--- src/rtl/uart_tx_feeder_if.sv ---
// Core-side byte stream and transmitter-side strobe for the UART TX feeder.
// The master (core/bench) pushes bytes and reads status; the slave is the feeder.
interface uart_tx_feeder_if #(
  parameter int ADDR_W = 4
);
  logic              wr_en;
  logic [7:0]        wr_data;
  logic              clr_overflow;
  logic              full;
  logic              empty;
  logic [ADDR_W:0]   count;
  logic              overflow;
  logic              uart_wr_o;
  logic [7:0]        uart_dat_o;

  modport master (
    output wr_en, wr_data, clr_overflow,
    input  full, empty, count, overflow, uart_wr_o, uart_dat_o
  );

  modport slave (
    input  wr_en, wr_data, clr_overflow,
    output full, empty, count, overflow, uart_wr_o, uart_dat_o
  );
endinterface

--- src/rtl/uart_tx_feeder.sv ---
// UART TX feeder: buffers MMIO byte stores in a circular FIFO and paces them
// to the transmitter as one-cycle strobes, at most one per frame time, since
// the transmitter has no busy flag of its own.
module uart_tx_feeder #(
  parameter int DEPTH        = 16,
  parameter int ADDR_W       = 4,
  parameter int FRAME_CYCLES = 9600
) (
  input  logic             clk,
  input  logic             reset,
  uart_tx_feeder_if.slave  bus
);

  localparam logic [ADDR_W:0] DEPTH_C     = (ADDR_W+1)'(DEPTH);
  localparam logic [15:0]     HOLD_RELOAD = 16'(FRAME_CYCLES - 1);

  typedef enum logic {IDLE, HOLD} state_t;

  logic [7:0]        mem [DEPTH];
  logic [ADDR_W-1:0] wr_ptr;
  logic [ADDR_W-1:0] rd_ptr;
  logic [ADDR_W:0]   count_q;
  logic [ADDR_W:0]   count_next;
  logic              full_q;
  logic              empty_q;
  logic              overflow_q;
  logic              uart_wr_q;
  logic [7:0]        uart_dat_q;
  logic [15:0]       hold_cnt;
  state_t            state;
  logic              push_ok;
  logic              push_drop;
  logic              pop_ok;

  // Decide push/pop for this edge; a full FIFO drops the push even if a pop frees a slot.
  always_comb begin
    push_ok    = bus.wr_en && !full_q;
    push_drop  = bus.wr_en && full_q;
    pop_ok     = (count_q != '0) && ((state == IDLE) || (hold_cnt == 16'd0));
    count_next = count_q;
    if (push_ok && !pop_ok) begin
      count_next = count_q + 1'b1;
    end else if (pop_ok && !push_ok) begin
      count_next = count_q - 1'b1;
    end
  end

  // Storage array; no reset needed because count guards every read.
  always_ff @(posedge clk) begin
    if (push_ok) begin
      mem[wr_ptr] <= bus.wr_data;
    end
  end

  // Pointers, status flags, and the IDLE/HOLD pacing FSM with registered strobe/data.
  always_ff @(posedge clk or negedge reset) begin
    if (!reset) begin
      wr_ptr     <= '0;
      rd_ptr     <= '0;
      count_q    <= '0;
      full_q     <= 1'b0;
      empty_q    <= 1'b1;
      overflow_q <= 1'b0;
      uart_wr_q  <= 1'b0;
      uart_dat_q <= 8'h00;
      hold_cnt   <= 16'd0;
      state      <= IDLE;
    end else begin
      count_q <= count_next;
      full_q  <= (count_next == DEPTH_C);
      empty_q <= (count_next == '0);

      if (push_ok) begin
        wr_ptr <= wr_ptr + 1'b1;
      end

      if (push_drop) begin
        overflow_q <= 1'b1;
      end else if (bus.clr_overflow) begin
        overflow_q <= 1'b0;
      end

      uart_wr_q <= 1'b0;
      if (pop_ok) begin
        uart_dat_q <= mem[rd_ptr];
        uart_wr_q  <= 1'b1;
        rd_ptr     <= rd_ptr + 1'b1;
        hold_cnt   <= HOLD_RELOAD;
        state      <= HOLD;
      end else begin
        case (state)
          IDLE: state <= IDLE;
          HOLD: begin
            if (hold_cnt != 16'd0) begin
              hold_cnt <= hold_cnt - 16'd1;
            end else begin
              state <= IDLE;
            end
          end
          default: state <= IDLE;
        endcase
      end
    end
  end

  assign bus.full       = full_q;
  assign bus.empty      = empty_q;
  assign bus.count      = count_q;
  assign bus.overflow   = overflow_q;
  assign bus.uart_wr_o  = uart_wr_q;
  assign bus.uart_dat_o = uart_dat_q;

endmodule

--- src/flat_wrapper.sv ---
// flat-port wrapper written by rule: the top's interface ports become plain ports
module uart_tx_feeder_flat 
#(
  parameter int DEPTH        = 16,
  parameter int ADDR_W       = 4,
  parameter int FRAME_CYCLES = 9600
)
  (clk, reset, bus_wr_en, bus_wr_data, bus_clr_overflow, bus_full, bus_empty, bus_count, bus_overflow, bus_uart_wr_o, bus_uart_dat_o);
  uart_tx_feeder_if #(.ADDR_W(ADDR_W)) bus_i ();
  input  logic clk;
  input  logic reset;
  input wire logic [$bits(bus_i.wr_en)-1:0] bus_wr_en;
  input wire logic [$bits(bus_i.wr_data)-1:0] bus_wr_data;
  input wire logic [$bits(bus_i.clr_overflow)-1:0] bus_clr_overflow;
  output wire logic [$bits(bus_i.full)-1:0] bus_full;
  output wire logic [$bits(bus_i.empty)-1:0] bus_empty;
  output wire logic [$bits(bus_i.count)-1:0] bus_count;
  output wire logic [$bits(bus_i.overflow)-1:0] bus_overflow;
  output wire logic [$bits(bus_i.uart_wr_o)-1:0] bus_uart_wr_o;
  output wire logic [$bits(bus_i.uart_dat_o)-1:0] bus_uart_dat_o;
  assign bus_i.wr_en = bus_wr_en;
  assign bus_i.wr_data = bus_wr_data;
  assign bus_i.clr_overflow = bus_clr_overflow;
  assign bus_full = bus_i.full;
  assign bus_empty = bus_i.empty;
  assign bus_count = bus_i.count;
  assign bus_overflow = bus_i.overflow;
  assign bus_uart_wr_o = bus_i.uart_wr_o;
  assign bus_uart_dat_o = bus_i.uart_dat_o;
  uart_tx_feeder #(.DEPTH(DEPTH), .ADDR_W(ADDR_W), .FRAME_CYCLES(FRAME_CYCLES)) u_core (.clk(clk), .reset(reset), .bus(bus_i));
endmodule
--- config.mk ---
export PLATFORM = sky130hd
export DESIGN_NAME = uart_tx_feeder_flat
export DESIGN_NICKNAME = d
export VERILOG_FILES = /design/src/rtl/uart_tx_feeder_if.sv /design/src/rtl/uart_tx_feeder.sv /design/src/flat_wrapper.sv
export SDC_FILE = /design/constraint.sdc
export NUM_CORES = 1
export LEC_CHECK = 0
export CORE_MARGIN = 2
export CORE_UTILIZATION = 45
export DETAILED_ROUTE_END_ITERATION = 16
export DONT_BUFFER_PORTS = 1
export PLACE_DENSITY = 0.57
export SLEW_MARGIN = 20
export SYNTH_ARGS = -nofsm -noshare
export SYNTH_HDL_FRONTEND = slang
export SYNTH_SLANG_ARGS = --single-unit
--- constraint.sdc ---
create_clock -name clk -period 4.8 [get_ports clk]
set_input_delay 0.72 -clock clk [delete_from_list [all_inputs] [get_ports clk]]
set_output_delay 0.72 -clock clk [all_outputs]
set_load 0.05 [all_outputs]
Word level (Yosys, flattened, before mapping)
Memory sizes are Yosys's and may differ from the RTL's. A register that Yosys moved wholly into a read port is not among the register bits.
Cells that the tools add are included.
{"block": "word_totals", "register_bits": 34, "latchBits": 0, "memories": 1, "rom_bits": 0, "output_inout_bits": 17, "inputBits": 12, "ramBits": 128}
{"name": "u_core.mem", "words": 16, "width": 8, "read_ports": 1, "rd_clocked_by_memory_dff": 1, "wr": 1, "line": "uart_tx_feeder.sv:19", "text": "logic [7:0] mem [DEPTH];"}
{"block": "classes", "mux": 13, "magnitude_cmp": 0, "n_shift": 0, "bitwise": 1, "addsub": 5, "reduce_logical": 18, "div_mod_pow": 0, "eq_ne": 1, "n_mul": 0}
{"cell": "2-to-1 mux 16 bit", "n": 3}
{"cell": "logical NOT 16 bit", "n": 1}
{"cell": "nonzero test 16 bit", "n": 1}
{"cell": "subtractor 16 x 1 -> 16 bit (second input constant)", "n": 1}
{"cell": "2-to-1 mux 5 bit", "n": 2}
{"cell": "adder 4 x 1 -> 4 bit (second input constant)", "n": 2}
{"cell": "2-to-1 mux 1 bit", "n": 7}
{"cell": "nonzero test 2 bit", "n": 3}
{"cell": "adder 5 x 1 -> 5 bit (second input constant)", "n": 1}
{"cell": "== test 5 bit (second input constant)", "n": 1}
{"cell": "logical AND 1 bit", "n": 5}
{"cell": "logical NOT 5 bit", "n": 1}
{"cell": "nonzero test 5 bit", "n": 1}
{"cell": "subtractor 5 x 1 -> 5 bit (second input constant)", "n": 1}
{"cell": "logical NOT 1 bit", "n": 4}
{"cell": "one-hot mux 1 bit (2 select lines)", "n": 1}
{"cell": "AND reduction 2 bit", "n": 1}
{"cell": "logical OR 1 bit", "n": 1}
{"cell": "NOT 1 bit", "n": 1}

Depth between registers and ports, before layout
{"block": "logic_depth", "ltp_word": 7, "ltp_mapped": 9}

Worst setup path before layout
Ideal clock, no wire load.
{"block": "synth_timing", "path_kind": "flip-flop to flip-flop", "from": "reg u_core.count_q[0], in the netlist u_core.bus.count[0]", "to": "reg u_core.full_q, in the netlist u_core.bus.full", "arrival_ns": 2.241, "required_ns": 4.667, "path_stages_with_launch": 9, "path_buffers": 0, "synth_period_minus_slack_ns": 2.374, "setup_slack_ns": 2.426, "path_cell_list": "dfrtp_1 > inv_1 > ha_1 > nor4b_2 > or2_2 > o211a_1 > mux2_2 > a22oi_1 > nor4b_2"}
{"block": "synth_between", "elab_chain_len": 6}
{"item": "start: declaration", "line": "uart_tx_feeder.sv:22", "text": "logic [ADDR_W:0] count_q;"}
{"item": "start signal: assignment", "line": "uart_tx_feeder.sv:69", "text": "count_q <= count_next;"}
{"item": "parallel branches: the longest is 4 deep, another holds subtractor 5 x 1 -> 5 bit"}
{"item": "2-to-1 mux 5 bit *", "line": "uart_tx_feeder.sv:41", "text": "if (push_ok && !pop_ok) begin"}
{"item": "== test 5 bit *", "line": "uart_tx_feeder.sv:70", "text": "full_q <= (count_next == DEPTH_C);"}
{"item": "end signal: assignment", "line": "uart_tx_feeder.sv:70"}
{"item": "end: declaration", "line": "uart_tx_feeder.sv:24", "text": "logic full_q;"}
Every way passes the cells marked *.
A chain may end at the register's enable or synchronous reset.

==> metrics.md <==
| Metric | Value |
|---|---|
| Status | finished clean |
| Crit path max-delay cell type | dfrtp_2 |
| Quantity of gates resized following cts | 0 |
| Clock share of power | 0.329 |
| Vias | 3,492 |
| CP max FO | 23 |
| Setup bufs post-CTS | 0 |
| Gate Count Post-Synth | 400 |
| Primary FF master, synth | edfxtp_1 |
| Pin count of the biggest net entering global routing | 42 |
| Maximum clock path buffer count | 2 |
| Worst Setup End Kind | flop |
| P per Cell Area | 509 mW/mm2 |
| Max_cap viols | 0 |
| Net count, final | 428 |
| Clock Latency Late Sink | roughly 0.43 ns |
| DP HPWL | 9110 um |
| Critical path data arrival time | 2.98 ns |
| Initial DRC Count | between 200 and 300 |
| # DRC | 0 |
| Int Power | 2.82 mW |
| Sw power | 1.19 mW |
| Die Y | roughly 130 um |
| Max-slew headroom | 0.408 |
| Final RePlAce weighted congestion | 0.782 |
| Ranking of synthesized cells by area | edfxtp_1 (54%), dfrtp_1 (14%), mux4_2 (13%), ha_1 (1.6%), mux2_2 (1.6%) |
| Crit-path max cell delay | 0.86 ns |
| Pwr Total | roughly 4 mW |
| Peak supply drop | 259 uV |
| CP Cell Sequence | buf_4 > mux4_2 > mux4_2 > mux2_2 |
| Switching share of power | 0.296 |
| Reg power frac | 0.525 |
| Initial antenna violation count | 0 |
| Total Routing Usage GR | 0.178 |
| Worst Max-Slew Pin Slew | approximately 0.89 ns |
| Worst reg-to-reg path cell count | 4 |
| Vias in the first global route | 3,606 |
| Post-synth top area cell | edfxtp_1 |
| Final hold violations | 0 |
| Pre-CTS setup slack | 2.07 ns |
| Grt ovf | 0 |
| RR Endpoint | u_core.bus.uart_dat_o[0]$_DFFE_PN0P_ |
| R2r setup slk | 2.13 ns |
| CP dominant cell by count | mux4_2 |
| Final WS setup | between 2 and 2.5 ns |
| Initial core utilization | 0.462 |
| First-pass GRT wire length | ~21,000 um |
| Fmax | 375 MHz |
| Cell Rows | 45 |
| Routed len/inst | 21.3 um |
| Die width | 129 um |
| Die footprint | 0.0168 mm2 |
| Buf/Inv on CP | 1 |
| Ports | 29 |
| Pre-antenna DRT Iters | 5 |
| Clk_skew | ~0.0063 ns |
| Core area | 0.0153 mm2 |
| Type of the worst setup path | reg -> reg |
| Synthesized area | 0.00708 mm2 |
| CTS tree | yes |
| Clock sink count | 170 |
| Synth warn | 0 |
| Placed cell count | 598 |
| Logic pwr share | 0.145 |
| Worst setup SP type | flop |
| Cell family with most CP delay | multiplexers |
| N_diodes | 0 |
| Final hold slack | about 0.12 ns |
| Num CTS Buffers | 17 |
| Layout area overhead | 11.3% |
| Reg2reg start | u_core.rd_ptr[0]$_DFFE_PN0P_ |
| Share of layout cells above drive strength 1 | 0.245 |
| Routed wire length | 13,500 um |
| RSZ-0062 raised after global routing | false |
| Yosys cell types | 55 |
| Vias per cell | 5.53 |
| Mapped Nets | approximately 420 |
| Root Buffer | clkbuf_16 |
| Sequential share of the synthesized area | 0.691 |
| Hold crit path type | in -> async |
| Worst-path clk slew | 0.06 ns |
| Period utilisation layout | 0.556 |
| Post-synth top area share | 0.543 |
| H-tree levels | 4 |
| Final setup violation count | 0 |
| Period minus WS final | ~2.7 ns |
| Critical Path RT | between 5 and 6 ns |
| Final antenna-violating net count | 0 |
| Final std cells w/o fill | about 630 |
| Synthesis-stage register bit count | 170 |
| # port buffers | 0 |
| EDFF count, synth | between 100 and 150 |
| Pleak | between 2 and 3 nW |
| Post-Syn Area per Cell | 17.7 um2 |
| Setup_tns | 0 ns |
| Ys async rst share | 0.247 |
| Pins over their slew limit | 0 |
[sequential cells by signal, indices dropped and copies added, names as in the netlist, 4 cells and up]
name and flops:
u_core.hold_cnt 16, u_core.wr_ptr 4, u_core.rd_ptr 4, u_core.bus.uart_dat_o 8, u_core.bus.count 5, u_core.mem 128
[cells in the final DEF, fill, tap and decap left out, types with 2 or more instances in the layout]
| cell | synthesis | layout |
|---|---|---|
| edfxtp_1 | 128 | 128 |
| mux4_2 | 40 | 40 |
| dfrtp_1 | 41 | 40 |
| nand2_1 | 22 | 22 |
| nor2_1 | 20 | 20 |
| and2_1 | 17 | 17 |
| clkbuf_16 | 0 | 17 |
| o21ai_0 | 12 | 12 |
| xnor2_1 | 10 | 10 |
| mux2_2 | 10 | 10 |
| ha_1 | 9 | 9 |
| nor3_1 | 8 | 8 |
| a21oi_1 | 8 | 8 |
| inv_1 | 7 | 7 |
| nor4_2 | 3 | 3 |
| mux2i_1 | 3 | 3 |
| nor4_1 | 3 | 3 |
| nand3_1 | 3 | 3 |
| nand4_1 | 3 | 3 |
| inv_6 | 0 | 3 |
| clkinv_2 | 0 | 3 |
| buf_4 | 3 | 3 |
| nor3b_2 | 2 | 2 |
| nor4b_2 | 2 | 2 |
| nor2b_1 | 2 | 2 |
| xor2_1 | 2 | 2 |
| o31ai_1 | 2 | 2 |
| clkbuf_8 | 0 | 2 |
| clkinvlp_4 | 0 | 2 |
| clkinv_4 | 0 | 2 |
[synthesized netlist by cell type (2+ instances only)]
cell,n
mux4_2,40
nor3b_2,2
nand3_1,3
and2_1,17
nand4_1,3
nor4b_2,2
o21ai_0,12
o31ai_1,2
nand2_1,22
buf_6,2
buf_1,3
dfrtp_1,41
buf_2,2
nor4_1,3
xor2_1,2
xnor2_1,10
nor4_2,3
nor2b_1,2
ha_1,9
buf_4,3
a21oi_1,8
nor3_1,8
edfxtp_1,128
mux2_2,10
mux2i_1,3
clkbuf_1,6
inv_1,7
nor2_1,20
[routing by layer]
layer  part of all wire  vias to the layer above  track usage
met5                  0                        -            0
met4              0.018                        0       0.0702
met3              0.032                       21       0.0388
met2               0.44                       58        0.240
met1               0.51                     1832        0.283
li1                   -                     1581            -
[cell families after synthesis]
family	synth area share
xor gates and xnor gates	0.0148
DFF	0.691
buffers and inverters	0.0168
and+or+nand+nor	0.0777
AOI/OAI and AO/OA	0.0362
muxes	0.147
adders and majority gates	0.0159
[power groups by stage]
stage / Sequential (mW) / Combinational [mW] / Clock, mW
6_report: 2.11 / 0.583 / 1.32
5_1_grt: 2.14 / 0.650 / 1.40
4_1_cts: 2.11 / 0.592 / 1.34
3_5_place_dp: 2.14 / 0.578 / 0
3_3_place_gp: 2.13 / 0.564 / 0
2_1_floorplan: 2.05 / 0.499 / 0
[worst max-delay path by stage]
stage / from / cells past startpoint / slack [ns] / endpoint
CTS: u_core.rd_ptr[0]$_DFFE_PN0P_ / 4 / 2.07 / u_core.bus.uart_dat_o[2]$_DFFE_PN0P_
global placement: u_core.rd_ptr[0]$_DFFE_PN0P_ / 4 / 2.12 / u_core.bus.uart_dat_o[2]$_DFFE_PN0P_
global route: u_core.hold_cnt[0]$_DFFE_PN0P_ / 8 / 1.91 / u_core.bus.full$_DFF_PN0_
finish: u_core.rd_ptr[0]$_DFFE_PN0P_ / 4 / 2.13 / u_core.bus.uart_dat_o[0]$_DFFE_PN0P_
floorplan: u_core.bus.count[0]$_DFF_PN0_ / 8 / 2.43 / u_core.bus.full$_DFF_PN0_
detailed placement: u_core.rd_ptr[0]$_DFFE_PN0P_ / 4 / 2.07 / u_core.bus.uart_dat_o[2]$_DFFE_PN0P_
[final cells by class]
class                      instances  area [um2]
clock buffer                      20         457
timing repair buffer               4        50.0
inverter                           8        30.0
multi-input combinational        206        2070
clock inverter                    12         115
tap                              211         264
fill                            1255        7430
sequential                       170        4900
[timing repair]
action | 4_1_cts | 5_1_grt
hold buffers | 1 | 0
endpoints found under the setup margin | 0 | 0
endpoints found under the hold margin | 41 | 0
[worst register-to-register path, cell delays in order (launching register included)]
cell	delay, ns
dfrtp_2	0.86
buf_4	0.40
mux4_2	0.55
mux4_2	0.47
mux2_2	0.27
[per-stage QoR]
step	area, um2	utilization
finish	7880	0.515
global route	7880	0.515
CTS	7880	0.515
detailed placement	7280	0.475
global placement	7280	0.475
floorplan	7080	-
(Power assumes the default switching activity.)
